--- src/rtl/signed_mul_seq.sv ---
// Sequential signed/unsigned multiplier: magnitude conversion, WIDTH-cycle
// shift-add, optional re-negation of the 2*WIDTH product.

module twos #(
    parameter int W = 8
) (
    input  logic [W-1:0] x,
    output logic [W-1:0] y
);
    // The most-negative value maps to itself; callers read it as unsigned.
    assign y = ~x + {{(W-1){1'b0}}, 1'b1};
endmodule

module signed_mul_seq #(
    parameter int WIDTH = 8
) (
    input  logic               clk,
    input  logic               rst,
    input  logic               start,
    input  logic               sgn,
    input  logic [WIDTH-1:0]   a,
    input  logic [WIDTH-1:0]   b,
    output logic               busy,
    output logic               done,
    output logic [2*WIDTH-1:0] p
);
    localparam int CW = $clog2(WIDTH);

    typedef enum logic [2:0] {
        st_idle,
        st_prep,
        st_mul,
        st_fix,
        st_done
    } state_t;

    state_t state, state_nx;

    logic [WIDTH-1:0]   a_q, b_q;
    logic               sgn_q;
    logic               neg_res;
    logic [WIDTH-1:0]   ma, mb;
    logic [2*WIDTH-1:0] acc;
    logic [CW-1:0]      cnt;

    logic [WIDTH-1:0]   a_neg, b_neg;
    logic [2*WIDTH-1:0] acc_neg;
    logic [WIDTH:0]     sum;

    twos #(.W(WIDTH))   u_twos_a   (.x(a_q), .y(a_neg));
    twos #(.W(WIDTH))   u_twos_b   (.x(b_q), .y(b_neg));
    twos #(.W(2*WIDTH)) u_twos_acc (.x(acc), .y(acc_neg));

    // High half plus the gated multiplicand; the extra bit keeps the carry.
    assign sum = {1'b0, acc[2*WIDTH-1:WIDTH]} + {1'b0, (mb[0] ? ma : {WIDTH{1'b0}})};

    // NOTE: sequential state uses non-blocking assignments so every flop
    // samples pre-edge values regardless of block ordering.
    always_ff @(posedge clk or posedge rst) begin
        if (rst) state <= st_idle;
        else     state <= state_nx;
    end

    // NOTE: next-state is defaulted before the case so no latch is inferred.
    always_comb begin
        state_nx = state;
        case (state)
            st_idle: if (start) state_nx = st_prep;
            st_prep: state_nx = st_mul;
            st_mul:  if (cnt == CW'(WIDTH - 1)) state_nx = st_fix;
            st_fix:  state_nx = st_done;
            st_done: state_nx = st_idle;
            default: state_nx = st_idle;
        endcase
    end

    // Outputs decode directly from the state flops: no input-to-output path.
    assign busy = (state != st_idle);
    assign done = (state == st_done);

    always_ff @(posedge clk or posedge rst) begin
        if (rst) begin
            a_q     <= '0;
            b_q     <= '0;
            sgn_q   <= 1'b0;
            neg_res <= 1'b0;
            ma      <= '0;
            mb      <= '0;
            acc     <= '0;
            cnt     <= '0;
            p       <= '0;
        end else begin
            case (state)
                st_idle: begin
                    if (start) begin
                        a_q   <= a;
                        b_q   <= b;
                        sgn_q <= sgn;
                    end
                end
                st_prep: begin
                    neg_res <= sgn_q & (a_q[WIDTH-1] ^ b_q[WIDTH-1]);
                    ma      <= (sgn_q & a_q[WIDTH-1]) ? a_neg : a_q;
                    mb      <= (sgn_q & b_q[WIDTH-1]) ? b_neg : b_q;
                    acc     <= '0;
                    cnt     <= '0;
                end
                st_mul: begin
                    acc <= {sum, acc[WIDTH-1:1]};
                    mb  <= mb >> 1;
                    cnt <= cnt + CW'(1);
                end
                st_fix: begin
                    p <= neg_res ? acc_neg : acc;
                end
                default: ;
            endcase
        end
    end
endmodule

--- config.mk ---
export PLATFORM = sky130hd
export DESIGN_NAME = signed_mul_seq
export DESIGN_NICKNAME = d
export VERILOG_FILES = /design/src/rtl/signed_mul_seq.sv
export SDC_FILE = /design/constraint.sdc
export NUM_CORES = 1
export LEC_CHECK = 0
export CAP_MARGIN = 20
export CORE_ASPECT_RATIO = 1.5
export CORE_MARGIN = 5
export CORE_UTILIZATION = 51
export CTS_BUF_LIST = sky130_fd_sc_hd__clkbuf_4 sky130_fd_sc_hd__clkbuf_8 sky130_fd_sc_hd__clkbuf_16
export DETAILED_ROUTE_END_ITERATION = 12
export PLACE_DENSITY = 0.76
export SYNTH_ARGS = -nofsm -noshare
export SYNTH_HDL_FRONTEND = slang
export SYNTH_SLANG_ARGS = --single-unit
--- constraint.sdc ---
create_clock -name clk -period 2.5 [get_ports clk]
set_input_delay 0.75 -clock clk [delete_from_list [all_inputs] [get_ports clk]]
set_output_delay 0.75 -clock clk [all_outputs]
set_load 0.01 [all_outputs]
* After elaboration in Yosys (flattened, before gate mapping) *
Cells that the tools add are included.

word-level totals
  flip-flop bits (word level) = 72
  latch bits = 0
  memory bits (writable) = 0
  bits in read-only memories = 0
  output and inout bits = 18
  memories = 0

operators by class
  add/sub/neg operators = 5
  multiply operators = 0
  divide/modulo/power cells = 0
  $lt $le $gt $ge = 0
  equality and inequality tests = 7
  shifts and indexed selects = 0
  multiplexer cells = 10
  bitwise logic cells = 7
  reduce and logical (&&, ||, !) cells = 5

operator list
  cell                                                 count
  case mux 16 bit (2 select lines)                     1
  two-way mux 8 bit                                    3
  adder 16 x 1 -> 16 bit, second input constant        1
  adder 8 x 1 -> 8 bit, second input constant          2
  two-way mux 16 bit                                   1
  inverter 16 bit                                      1
  inverter 8 bit                                       2
  case mux 8 bit (2 select lines)                      1
  case mux 3 bit (4 select lines)                      1
  adder 8 x 8 -> 9 bit                                 1
  equality test 3 x 2 -> 1 bit, second input constant  2
  equality test 3 bit, second input constant           2
  two-way mux 3 bit                                    2
  case mux 3 bit (2 select lines)                      1
  inequality test 2 bit, second input constant         2
  AND reduction 2 bit                                  2
  adder 3 x 1 -> 3 bit, second input constant          1
  AND 1 bit                                            3
  equality test 3 x 1 -> 1 bit, second input constant  1
  logical NOT 3 bit                                    1
  nonzero test 3 bit                                   1
  nonzero test 2 bit                                   1
  bitwise XOR 1 bit                                    1

* Longest topological paths before layout *
  word-level depth = 4
  gate-level depth with buffers = 9
  gate-level depth less buffers = 8

* Modules after synthesis *
A second synthesis with hierarchy kept.

unflattened totals
  cells, all modules = 412
  area total of the unflattened synthesis = 4141.5 um^2

modules (own cells, without submodules)
  module                times used  cells each  area each (um^2)  seq. area each (um^2)
  signed_mul_seq        1           339         3570.9            1801.7
  twos at u_twos_acc    1           37          295.3             0.0
  twos at u_twos_a ...  2           18          137.6             0.0

* Worst setup path after synthesis *
OpenSTA, ideal clock, no wires.

  path kind = flip-flop to flip-flop
  start = reg mb[0]
  end = reg acc[15]
  setup time = 0.130 ns
  data arrival time = 1.958 ns
  slack = 0.413 ns
  stages on the path, launching flop included = 10
  period minus slack after synthesis = 2.087 ns
  path through = dfrtp_1 > clkbuf_1 > and2_1 > ha_1 > fa_1 > a21o_1 > a21oi_1 > nor2b_1 > o31ai_1 > a21oi_1

between the ends
  longest elaborated chain between the ends = 3

RTL lines
  element                           RTL line  text
  from (decl)                       42        logic [WIDTH-1:0] ma, mb;
  from (signal assigned)            104       mb <= (sgn_q & b_q[WIDTH-1]) ? b_neg : b_q;
  from (signal assigned)            110       mb <= mb >> 1;
  two-way mux 8 bit                 55        assign sum = {1'b0, acc[2*WIDTH-1:WIDTH]} + {1'b0, (mb[0] ? ma : {WIDTH{1'b0}})};
  adder 8 x 8 -> 9 bit              55
  case mux 16 bit (2 select lines)  93        case (state)
  to (signal assigned)              109       acc <= {sum, acc[WIDTH-1:1]};
  to (decl)                         43        logic [2*WIDTH-1:0] acc;

No other way between the ends.
A chain may end at the register's enable or synchronous reset.

* Worst setup path after layout *
Same ends and word-level chain as after synthesis.

==> flow_metrics.tcl <==
set metrics [dict create \
    initial_core_util_pct 52.4 \
    grt_use_met3_pct 3.50 \
    slew_violations 0 \
    clockBufferDepth 2 \
    drive_above_1_share_pct 9.56 \
    max_slew_margin_pct 43.3 \
    dr.pass1.iters 4 \
    combPwrFrac_pct 47.1 \
    vdd_drop_max_mv 0.852 \
    synth.area.top_cells "dfrtp_1 (48%), o21ai_0 (5.7%), nand2_1 (5.4%)" \
    fin_nets 458 \
    dp_hpwl_um 5340 \
    ctsHoldBuffers 0 \
    seq_power_share_pct 37.2 \
    required_ns 2.73 \
    rows 38 \
    fp.dieArea_mm2 0.00928 \
    cts_buffers 9 \
    synth.distinct_cells 51 \
    synth_area_per_cell_um2 9.81 \
    intPower_mw 3.49 \
    period_share_pct 86.7 \
    grt_use_met2_pct 30.5 \
    dp_slack_ns 0.285 \
    grt_pass1_vias 2864 \
    critPathKind "reg2reg" \
    clock_latency_ns 0.35 \
    tns_ns 0 \
    drt_iter0_markers 122 \
    setup_viol 0 \
    ys_seq_area_share_pct 47.6 \
    p_per_area_mw_per_mm2 1310 \
    path_clk_slew_ns 0.07 \
    synth_edf_count 0 \
    clock_skew_ns 0.00756 \
    grt_pass1_wl_um 12300 \
    design_area_mm2 0.00450 \
    synth_common_cells "dfrtp_1 (72), nand2_1 (54), o21ai_0 (43)" \
    grt_usage_pct 16.8 \
    maxCapViolCount 0 \
    antenna_found_initial 0 \
    dieHeight_um 116 \
    yosysMostFrequentCell "dfrtp_1" \
    whs_ns 0.475 \
    fillers 636 \
    p_leak_nw 2.01 \
    portBuffers 37 \
    gp_congestion 0.873 \
    hold_path_class "reg2reg" \
    coreArea_mm2 0.00723 \
    p_switching_mw 2.39 \
    antenna_left 0 \
    cts_root_buf "clkbuf_8" \
    synth_top_area_share_pct 47.6 \
    fmax_mhz 461 \
    ys_ff_latch 72 \
    power_frac_clock_pct 15.7 \
    tightest_slew_ns 0.847 \
    busiest_layer "met2" \
    synth_nets 420 \
    post_cts_buffers 0 \
    antenna_cells 0 \
    async_reset_ff_share_pct 100 \
    status "finished, final reports clean" \
    crit_fanout 11 \
    post_drt_wl_per_cell_um 13.1 \
    areaGrowthSynthToFinish_pct 18.9 \
    use_met1_pct 18.1 \
    cp_data_arrival_time_ns 2.40 \
    hold_viol_final 0 \
    layout_min_cycle_time_ns 2.17 \
    cts_tree "done" \
    routed-via-count 2852 \
    fin_ws_ns 0.333 \
    yosys_warnings 0 \
    yosysTopAreaCell "dfrtp_1" \
    gr-total-overflow 0 \
    drt-total-wl_um 6920 \
    grt_start_max_net_pins 34 \
    drcViolationCount 0 \
    cts.sinks 72 \
    h-tree-depth 3 \
    critical_path.startpoint_type "register" \
    synth_area_mm2 0.00378 \
    synthFlopType "dfrtp_1" \
    endpoint_kind "register" \
    rsz0062_at_grt "false" \
    io_pins 38 \
    routed_via_density 5.39 \
    syn_inst 386 \
    die_w_um 80.3 \
    place_area_mm2 0.00429 \
    swShare_pct 40.6 \
]
[critical path, cell delays in order (launching register included)]
cell and delay [ns]:
dfrtp_1 0.47, and2_1 0.18, ha_1 0.21, fa_1 0.41, a21o_1 0.18, a21oi_1 0.21
nor2b_1 0.11, o31ai_1 0.20, a21oi_1 0.09
[per-stage QoR]
| step | utilization (%) | power (mW) | cells |
|---|---|---|---|
| 3_3_place_gp | 59.4 | 4.87 | 513 |
| 2_1_floorplan | - | 4.22 | 386 |
| 5_1_grt | 62.3 | 6.44 | 529 |
| 4_1_cts | 62.2 | 5.94 | 529 |
| 3_5_place_dp | 59.4 | 5.01 | 513 |
| 6_report | 62.3 | 5.87 | 529 |
[final cells by class]
class	instances	area, µm²	area share [%]
Tap cell	100	125	2.78
Timing Repair Buffer	46	468	10.4
Inverter	14	56.3	1.25
Sequential cell	72	1800	40.1
Multi-Input combinational cell	281	1840	41.0
Clock buffer	11	145	3.23
Clock inverter	5	56.3	1.25
[cell families after synthesis]
kind of cell | Yosys count | synth area share [%]
compound gates | 105 | 17.4
xor+xnor | 29 | 6.71
simple gates | 115 | 14.7
flops | 72 | 47.6
fa+ha+maj | 14 | 4.83
buf+inv | 33 | 3.67
mux | 18 | 5.16
[path summary, 6_finish.rpt]
path | startpoint | cells after the start | slack, ns | to
worst min register to register | p[9]$_DFFE_PP0P_ | 2 | 0.47 | p[9]$_DFFE_PP0P_
max in group asynchronous | rst | 3 | 1.23 | ma[7]$_DFFE_PP0P_
min in group asynchronous | rst | 2 | 0.78 | p[0]$_DFFE_PP0P_
worst max-delay path | mb[0]$_DFFE_PP0P_ | 8 | 0.33 | acc[15]$_DFFE_PP0P_
worst min-delay path | p[9]$_DFFE_PP0P_ | 2 | 0.47 | p[9]$_DFFE_PP0P_
worst max register to register | mb[0]$_DFFE_PP0P_ | 8 | 0.33 | acc[15]$_DFFE_PP0P_
[per-layer routing]
metal  wire [µm]  share of wire, %
met2        3730                54
met5           0                 0
met1        2770                40
met3         286               4.1
met4         131               1.9
[layout by cell type (no fill, tap or decap), types with 3 or more instances in the layout]
cell	instances
nand3_1	7
dfrtp_1	70
clkdlybuf4s50_1	35
o22ai_1	4
a21oi_1	14
a211oi_1	3
buf_4	7
a31oi_1	3
ha_1	13
xor2_1	20
nor3b_1	3
mux2i_1	6
or3_1	3
and2_1	10
inv_1	11
a22o_1	9
o31ai_1	6
o21ai_0	43
nand2_1	54
xnor2_1	9
mux2_1	10
nor2b_1	3
nor3_1	5
o21ai_1	6
clkbuf_8	10
nor2_1	21
a22oi_1	3
[power by group through the flow]
stage / Clock (mW) / Sequential, mW / Combinational (mW)
5_1_grt: 1.00 / 2.28 / 3.16
3_5_place_dp: 0 / 2.21 / 2.80
4_1_cts: 0.943 / 2.19 / 2.81
2_1_floorplan: 0 / 2.08 / 2.14
3_3_place_gp: 0 / 2.18 / 2.69
6_report: 0.923 / 2.19 / 2.76
[what timing repair did]
| action | 4_1_cts | 5_1_grt |
|---|---|---|
| hold endpoints to repair | 0 | 0 |
| pin swaps | 0 | 0 |
| endpoints found under the setup margin | 1 | 2 |
| resized for setup | 1 | 3 |
[flip-flops by register name, summed over array words and instances, names as in the netlist]
register and cells:
p 16, neg_res 1, b_q 8, cnt 3, acc 16, mb 8, ma 8, sgn_q 1
state 3, a_q 8
No activity file was read; power rests on OpenSTA's default activity.
